File: src/rtl/conway_pkg.sv
// conway_pkg: shared grid constants and encodings for the serial Life core and its sequencer
package conway_pkg;
  localparam int GRID_WIDTH = 8;
  localparam int GRID_HEIGHT = 8;
  localparam int DATA_SIZE = GRID_WIDTH * GRID_HEIGHT;
  typedef enum logic [1:0] {
    MODE_STOP = 2'b00,
    MODE_LOAD = 2'b01,
    MODE_RUN  = 2'b10,
    MODE_OUT  = 2'b11
  } core_mode_e;
  typedef enum logic [1:0] {
    CTRL_IDLE = 2'b00,
    CTRL_LOAD = 2'b01,
    CTRL_RUN  = 2'b10,
    CTRL_OUT  = 2'b11
  } ctrl_state_e;
endpackage

File: src/rtl/terminal_counter.sv
// terminal_counter: up-counter with sync clear/enable; last flags the step that reaches limit
module terminal_counter #(
  parameter int WIDTH = 8
) (
  input  logic             clk,
  input  logic             rst,
  input  logic             clr,
  input  logic             en,
  input  logic [WIDTH-1:0] limit,
  output logic [WIDTH-1:0] count,
  output logic             last
);
  assign last = (count + 1'b1) == limit;
  always_ff @(posedge clk)
    if (rst || clr) count <= '0;
    else if (en) count <= count + 1'b1;
endmodule

File: src/rtl/conway_run_controller.sv
// conway_run_controller: sequences load, a programmed number of generations and unload of the Life core
module conway_run_controller #(
  parameter int DATA_SIZE = 64,
  parameter int GEN_WIDTH = 16
) (
  input  logic                 clk,
  input  logic                 reset,
  input  logic                 start,
  input  logic                 abort,
  input  logic [GEN_WIDTH-1:0] generations,
  input  logic                 load_valid,
  input  logic                 load_bit,
  output logic                 load_ready,
  output logic                 out_valid,
  output logic                 out_bit,
  input  logic                 out_ready,
  output logic [1:0]           core_mode,
  output logic                 core_data_in,
  input  logic                 core_data_out,
  output logic                 busy,
  output logic                 done,
  output logic                 err,
  output logic [GEN_WIDTH-1:0] gen_count
);
  import conway_pkg::*;
  localparam logic [1:0] IDLE = CTRL_IDLE;
  localparam logic [1:0] LOAD = CTRL_LOAD;
  localparam logic [1:0] RUN  = CTRL_RUN;
  localparam logic [1:0] OUT  = CTRL_OUT;
  localparam int BW = $clog2(DATA_SIZE + 1);
  localparam logic [BW-1:0] BIT_LIM = BW'(DATA_SIZE);
  logic [1:0] state, next_state;
  logic [GEN_WIDTH-1:0] gen_lim;
  logic [BW-1:0] bit_count;
  logic bit_last, gen_last;
  logic active, accept, reject, load_xfer, out_xfer, run_en;
  assign active    = state != IDLE;
  assign accept    = state == IDLE && start && generations != '0;
  assign reject    = state == IDLE && start && generations == '0;
  // abort suppresses every transfer in its cycle so the core never shifts on a cancelled job
  assign load_xfer = state == LOAD && load_valid && !abort;
  assign out_xfer  = state == OUT && out_ready && !abort;
  assign run_en    = state == RUN && !abort;
  assign load_ready   = state == LOAD && !abort;
  assign out_valid    = state == OUT && !abort;
  assign out_bit      = core_data_out;
  assign core_data_in = state == LOAD ? load_bit : 1'b0;
  assign busy         = active;
  always_comb begin
    core_mode  = load_xfer ? MODE_LOAD : run_en ? MODE_RUN : out_xfer ? MODE_OUT : MODE_STOP;
    next_state = (active && abort)         ? IDLE :
                 accept                    ? LOAD :
                 (load_xfer && bit_last)   ? RUN  :
                 (run_en && gen_last)      ? OUT  :
                 (out_xfer && bit_last)    ? IDLE : state;
  end
  always_ff @(posedge clk)
    if (reset) begin
      state   <= IDLE;
      gen_lim <= '0;
      done    <= 1'b0;
      err     <= 1'b0;
    end else begin
      state <= next_state;
      if (accept) gen_lim <= generations;
      done <= out_xfer && bit_last;
      err  <= reject;
    end
  terminal_counter #(.WIDTH(BW)) u_bit_cnt (
    .clk   (clk),
    .rst   (reset),
    .clr   (accept || (load_xfer && bit_last)),
    .en    (load_xfer || out_xfer),
    .limit (BIT_LIM),
    .count (bit_count),
    .last  (bit_last)
  );
  terminal_counter #(.WIDTH(GEN_WIDTH)) u_gen_cnt (
    .clk   (clk),
    .rst   (reset),
    .clr   (accept),
    .en    (run_en),
    .limit (gen_lim),
    .count (gen_count),
    .last  (gen_last)
  );
  a_bit_range: assert property (@(posedge clk) disable iff (reset) bit_count <= BIT_LIM);
  a_gen_range: assert property (@(posedge clk) disable iff (reset) gen_count <= gen_lim);
endmodule

File: config.mk
export PLATFORM = sky130hd
export DESIGN_NAME = conway_run_controller
export DESIGN_NICKNAME = d
export VERILOG_FILES = /design/src/rtl/conway_pkg.sv /design/src/rtl/terminal_counter.sv /design/src/rtl/conway_run_controller.sv
export SDC_FILE = /design/constraint.sdc
export NUM_CORES = 1
export LEC_CHECK = 0
export BUFFER_PORTS_ARGS = -buffer_cell sky130_fd_sc_hd__clkbuf_2
export CAP_MARGIN = 0
export CORE_MARGIN = 2
export CORE_UTILIZATION = 35
export CTS_CLUSTER_DIAMETER = 60
export CTS_CLUSTER_SIZE = 40
export DETAILED_ROUTE_END_ITERATION = 16
export HOLD_SLACK_MARGIN = 0.12
export PLACE_DENSITY = 0.66
export SLEW_MARGIN = 0
export SYNTH_ARGS = -nofsm -noshare
export SYNTH_HDL_FRONTEND = slang
export SYNTH_SLANG_ARGS = --single-unit
File: constraint.sdc
create_clock -name clk -period 3.4 [get_ports clk]
set_clock_uncertainty 0.2 [all_clocks]
set_input_delay 0.68 -clock clk [delete_from_list [all_inputs] [get_ports clk]]
set_output_delay 0.68 -clock clk [all_outputs]
set_load 0.01 [all_outputs]
==> results of run 1 <==
## metrics by stage
| step | total power, mW | utilization [%] | area (µm²) | worst slack, ps |
|---|---|---|---|---|
| 6_report | 0.991 | 40.8 | 2730 | 870 |
| 5_1_grt | 1.04 | 40.8 | 2730 | 678 |
| 4_1_cts | 1.00 | 40.8 | 2730 | 836 |
| 3_5_place_dp | 0.648 | 39.3 | 2630 | 541 |
| 3_3_place_gp | 0.645 | 39.3 | 2630 | 646 |
| 2_1_floorplan | 0.618 | - | 2380 | 1190 |
## sequential cells by signal, summed over array words and instances, names as in the netlist
register and cells:
u_gen_cnt.count 16, state 2, u_bit_cnt.count 7, err 1
done 1, gen_lim 16
## area by class of cell
| cell class | count | area [µm²] | area share [%] |
|---|---|---|---|
| inverters | 7 | 26.3 | 0.964 |
| flip-flops and latches | 43 | 861 | 31.6 |
| multi-input cells | 211 | 1400 | 51.4 |
| clock buffers | 8 | 100 | 3.67 |
| repair buffers | 47 | 238 | 8.72 |
| well taps | 80 | 100 | 3.67 |
## report_power, final
| group | switching [mW] | internal (mW) | leakage, nW | total (mW) |
|---|---|---|---|---|
| registers | 0.0131 | 0.518 | 0.349 | 0.531 |
| logic | 0.0553 | 0.0496 | 0.685 | 0.105 |
| clock network | 0.169 | 0.186 | 0.0515 | 0.355 |
## critical path, cell delays in order
cell and delay (ps):
clkbuf_2 120, or3b_1 560, nand2_1 150, clkbuf_2 140
## logic make-up after synthesis
kind of cell	after synthesis
buffers and inverters	21
and+or+nand+nor	126
xor gates and xnor gates	42
DFF	43
adders and majority gates	2
muxes	17
AOI/OAI and AO/OA	24
## layer usage
| layer | wire, µm | vias to the layer above | GRT usage, % |
|---|---|---|---|
| li1 | - | 1023 | - |
| met5 | 0 | - | 0 |
| met1 | 2720 | 941 | 21.7 |
| met2 | 2410 | 49 | 24.1 |
| met3 | 230 | 2 | 3.05 |
| met4 | 28 | 0 | 2.84 |
## path summary, 6_finish.rpt
check	endpoint	slack, ps	start
worst max register to register	state[0]$_SDFFE_PP0P_	990	u_gen_cnt.count[2]$_SDFFE_PP0P_
worst min-delay path	gen_lim[2]$_SDFFE_PP0P_	320	gen_lim[2]$_SDFFE_PP0P_
worst max-delay path	core_mode[1]	870	abort
worst min register to register	gen_lim[2]$_SDFFE_PP0P_	320	gen_lim[2]$_SDFFE_PP0P_
## cell usage in the layout, fill, tap and decap left out, drive strengths merged, types with 7 or more instances in the layout
cell    instances
dfxtp          43
mux2i          17
nand3          14
clkbuf         54
nor3           10
xor2           16
inv             7
xnor2          26
nor2           50
nand2          16
nor4            7
nand4          10
==> results.md, run 1 <==
* Status: finished clean
* Gr usage total at 15.2%
* Layout Cells excl Fill at 396
* Synth cell count leaders: nor2_1, dfxtp_1, xnor2_1, mux2i_1, xor2_1
* Width of the die at 86.4 µm
* Final worst-path cycle share at 74.4%
* Pwr/cell area at 363 mW/mm²
* Max Clk Rate at 395 MHz
* # nets final at 341
* Post-synthesis mux area share at 7.16%
* Initial Util at 35.6%
* Yosys top cell by area: dfxtp_1
* Post-CTS Setup Inserts at 0
* Initial antenna violation count at 0
* Peak supply drop at 0.273 mV
* Post-Synthesis Cells at 275
* Min-delay worst type: reg2reg
* Fraction of the mapped netlist area in adder cells at 1.05%
* Final WL at 5390 µm
* Seq/Total Area, Yosys at 36.2%
* Total grt overflow at 0
* Clk pin slew, worst setup/hold paths at 80 ps
* Worst Path Required at 2520 ps
* Synth Area per Inst at 8.64 µm²
* Cell count after placement at 388
* Initial DRC Count at 41
* Drt drc at 0
* PortBufs at 46
* RSZ-0062 raised after global routing: false
* Warnings, synthesis at 0
* First-pass GRT wire length at 9210 µm
* Antenna Nets Post-Route at 0
* H-tree levels at 2
* Async set-reset flop share out of synthesis at 0%
* Gpl congestion at 0.770
* Max-cap violations at 0
* Vias in the first global route at 1921
* Avg WL per Cell at 13.6 µm
* Number of synthesized flops with an enable pin at 0
* CORE AREA at 0.00668 mm²
* Worst setup EP type: output port
* Share of cells above drive strength 1 at 22.5%
* CTS Hold Bufs at 0
* Clock Latency Late Sink at 280 ps
* Simple-gate portion of the synthesized area at 28.2%
* Hold path cells at 2
* Die area at 0.00746 mm²
* Yosys reg bits at 43
* Crit-path max FO at 9
* Routed via count at 2015
* Worst slew margin at 33.8%
* Final setup TNS at 0 ps
* Die H at 86.4 µm
* Lkg Pwr at 1.09 nW
* Post-synthesis compound-gate area fraction at 7.06%
* CTS max path bufs at 2
* Num rows at 30
* Slew Viols, Final at 0
* Synth Net Count at 301
* Filler Cell Count at 696
* Vias per cell at 5.09
* # diodes at 0
* Synth top area cells: dfxtp_1, xnor2_1, nor2_1, mux2i_1, xor2_1
* First-pass iteration count of the detailed router at 4
* Yosys cell types at 50
* Final count of negative-setup-slack endpoints at 0
* Netlist Area Pre-Place at 0.00238 mm²
* Clock sink count at 43
* Hold violation total from the final report at 0
* Io pins at 49
* Min Tclk post-route at 2530 ps
* Yosys top cell area share at 36.2%
* Worst Reg-to-Reg Cells at 6
* WS Path Type: in2out
* Clock root buffer: clkbuf_8
* Worst hold slack at 319 ps
* Main synth FF type: dfxtp_1
* Number of buffers created by CTS at 5
* CTS tree: done
* Layout area overhead at 14.7%
* Largest net degree at the start of global routing at 21
* Post-cts resize count at 0
* Worst Tran Pin Value at 994 ps
* Post-synthesis xor/xnor area fraction at 15.5%
* DP Wirelength at 4170 µm
* Largest family of logic cells by synthesized area: simple AND/OR/NAND/NOR gates
* Crit path launch type: input pin
* Count leader, synth: nor2_1
* Critical path arrival at 1650 ps
No activity file was read; power rests on OpenSTA's default activity.
==> run 2: changes to the inputs <==
==> constraint.sdc (replaced) <==
create_clock -name clk -period 2.48 [get_ports clk]
set_clock_uncertainty 0.2 [all_clocks]
set_input_delay 0.496 -clock clk [delete_from_list [all_inputs] [get_ports clk]]
set_output_delay 0.496 -clock clk [all_outputs]
set_load 0.01 [all_outputs]
==> run 2 against run 1 <==
Effect of this change: critical path depth fell by 1; first-iteration DRC count rose by 120%; largest power group unchanged; sequential power rose by 37%; highest routed layer unchanged; routed wire length fell by 0.15%; sequential cell count did not move; combinational power rose by 39%; global-route usage fell by 0.098 points.
==> results.md, run 2 (synthesis gave the netlist of run 1 again) <==
* CTS Hold Bufs at 0 (unchanged)
* Io pins at 49 (unchanged)
* WS Path Type: reg2out (was in2out)
* Worst Tran Pin Value at 492 ps (was 994 ps)
* Initial antenna violation count at 0 (unchanged)
* Most frequent cells in the layout: nor2_1, clkbuf_2, dfxtp_1 (unchanged)
* Initial Util at 35.6% (unchanged)
* Slew Viols, Final at 0 (unchanged)
* CTS tree: done (unchanged)
* First-pass GRT wire length at 8940 µm (was 9210 µm)
* Logic pwr share at 11.1% (was 10.6%)
* Min Tclk post-route at 2250 ps
* Post-CTS Setup Inserts at 0 (unchanged)
* Final setup TNS at 0 ps (unchanged)
* Worst path slowest cell: or3b_1 (unchanged)
* First-pass iteration count of the detailed router at 4 (unchanged)
* Die H at 86.4 µm (unchanged)
* Antenna Nets Post-Route at 0 (unchanged)
* Pint at 972 µW (was 753 µW)
* Final Cell Area at 0.00277 mm² (was 0.00273 mm²)
* Commonest non-fill, non-tap cell in the layout: nor2_1 (unchanged)
* Worst Reg-to-Reg Cells at 6 (unchanged)
* Top flop regs: gen_lim (16), u_gen_cnt.count (16), u_bit_cnt.count (7) (unchanged)
* Lkg Pwr at 1.12 nW (was 1.09 nW)
* Width of the die at 86.4 µm (unchanged)
* Hold path cells at 3 (was 2)
* Max incr delay on CP at 570 ps (was 560 ps)
* Avg WL per Cell at 13.3 µm (was 13.6 µm)
* Die area at 0.00746 mm² (unchanged)
* Final count of negative-setup-slack endpoints at 0 (unchanged)
* Min-delay worst type: in2reg (was reg2reg)
* Clk pwr share at 33.3% (was 35.8%)
* Max-cap violations at 0 (unchanged)
* Status: finished clean (unchanged)
* Worst setup EP type: output port (unchanged)
* # diodes at 0 (unchanged)
* DP Area at 0.00269 mm² (was 0.00263 mm²)
* Drt drc at 0 (unchanged)
* Initial DRC Count at 92 (was 41)
* Net Sw Frac at 25.7% (was 24.0%)
* Num rows at 30 (unchanged)
* Seq pwr share at 55.6% (was 53.6%)
* RSZ-0062 raised after global routing: false (unchanged)
* Vias in the first global route at 1848 (was 1921)
* Clock root buffer: clkbuf_8 (unchanged)
* DP Wirelength at 4230 µm (was 4170 µm)
* Peak supply drop at 0.244 mV (was 0.273 mV)
* Max Clk Rate at 445 MHz
* Final worst-path cycle share at 90.5%
* Post-cts resize count at 0 (unchanged)
* Total grt overflow at 0 (unchanged)
* CTS max path bufs at 2 (unchanged)
* Clock Latency Late Sink at 300 ps (was 280 ps)
* Hold violation total from the final report at 0 (unchanged)
* Largest net degree at the start of global routing at 21 (unchanged)
* Crit path launch type: flip-flop (was input pin)
* Vias per cell at 5.05 (was 5.09)
* Worst Path Required at 1780 ps (was 2520 ps)
* # nets final at 349 (was 341)
* Clock sink count at 43 (unchanged)
* Worst slew margin at 67.2% (was 33.8%)
* Layout area overhead at 16.5% (was 14.7%)
* Crit-path cells: or3b_1 -> nand2_1 -> clkbuf_2 (was clkbuf_2 -> or3b_1 -> nand2_1 -> clkbuf_2)
* PortBufs at 46 (unchanged)
* CORE AREA at 0.00668 mm² (unchanged)
* Clk pin slew, worst setup/hold paths at 80 ps (about the same)
* Critical path arrival at 1550 ps (was 1650 ps)
* Gr usage total at 15.1% (was 15.2%)
* Final WL at 5380 µm (was 5390 µm)
* Routed via count at 2041 (was 2015)
* Pwr/cell area at 473 mW/mm² (was 363 mW/mm²)
* Number of buffers created by CTS at 5 (unchanged)
* Gpl congestion at 0.874 (was 0.770)
* Crit-path max FO at 9 (unchanged)
* Sw Pwr at 337 µW (was 238 µW)
* H-tree levels at 2 (unchanged)
* Share of cells above drive strength 1 at 24.7% (was 22.5%)
-- run 2: changes by cell type in the layout (fill, tap and decap cells not counted), sizes merged --
cell,change
buf,+8
clkbuf,-3
clkinv,+3
-- run 2: power groups by stage --
stage | combinational, mW | sequential (mW) | clock [mW]
6_report | 0.146 | 0.727 | 0.436
2_1_floorplan | 0.110 | 0.738 | 0
3_3_place_gp | 0.144 | 0.743 | 0
3_5_place_dp | 0.146 | 0.744 | 0
4_1_cts | 0.147 | 0.728 | 0.454
5_1_grt | 0.162 | 0.731 | 0.481
-- run 2: final timing paths --
path              slack, ps                            start                       end
setup / recovery        230            state[1]$_SDFFE_PP0P_              core_mode[1]
hold / removal          250                  generations[11]  gen_lim[11]$_SDFFE_PP0P_
hold reg to reg         310          gen_lim[2]$_SDFFE_PP0P_   gen_lim[2]$_SDFFE_PP0P_
setup reg to reg        370  u_gen_cnt.count[7]$_SDFFE_PP0P_     state[0]$_SDFFE_PP0P_
-- run 2: worst max-delay path, delay by kind of cell (launching register included) --
| family | cells | cell delay [ps] |
|---|---|---|
| AND/OR/NAND/NOR | 2 | 710 |
| flip-flops | 1 | 410 |
| buffers and inverters | 1 | 140 |
-- run 2: metal layers --
layer	global-route usage, %	up-vias	share of wire [%]
met2	23.0	52	43
met3	3.05	7	5.0
met5	0	-	0
li1	-	1041	-
met1	21.6	941	51
met4	4.69	0	1.3
-- run 2: cell type report --
type	instances	area, µm²
Clock buffer	5	68.8
Timing Repair Buffer	55	298
Clock inverter	3	15.0
Inverter	7	26.3
Fill cell	698	3910
Sequential cell	43	861
Tap cell	80	100
Multi-Input combinational cell	211	1400
-- run 2: per-stage QoR --
step / worst slack (ps) / utilization (%) / instances / hold slack [ps] / total power [mW]
final: 234 / 41.4 / 404 / 245 / 1.31
after global routing: 146 / 41.4 / 404 / 257 / 1.37
after CTS: 218 / 41.4 / 404 / 241 / 1.33
after detailed placement: 187 / 40.2 / 396 / 303 / 0.891
after global placement: 187 / 40.2 / 396 / 288 / 0.888
after floorplan: 460 / - / 275 / 272 / 0.848
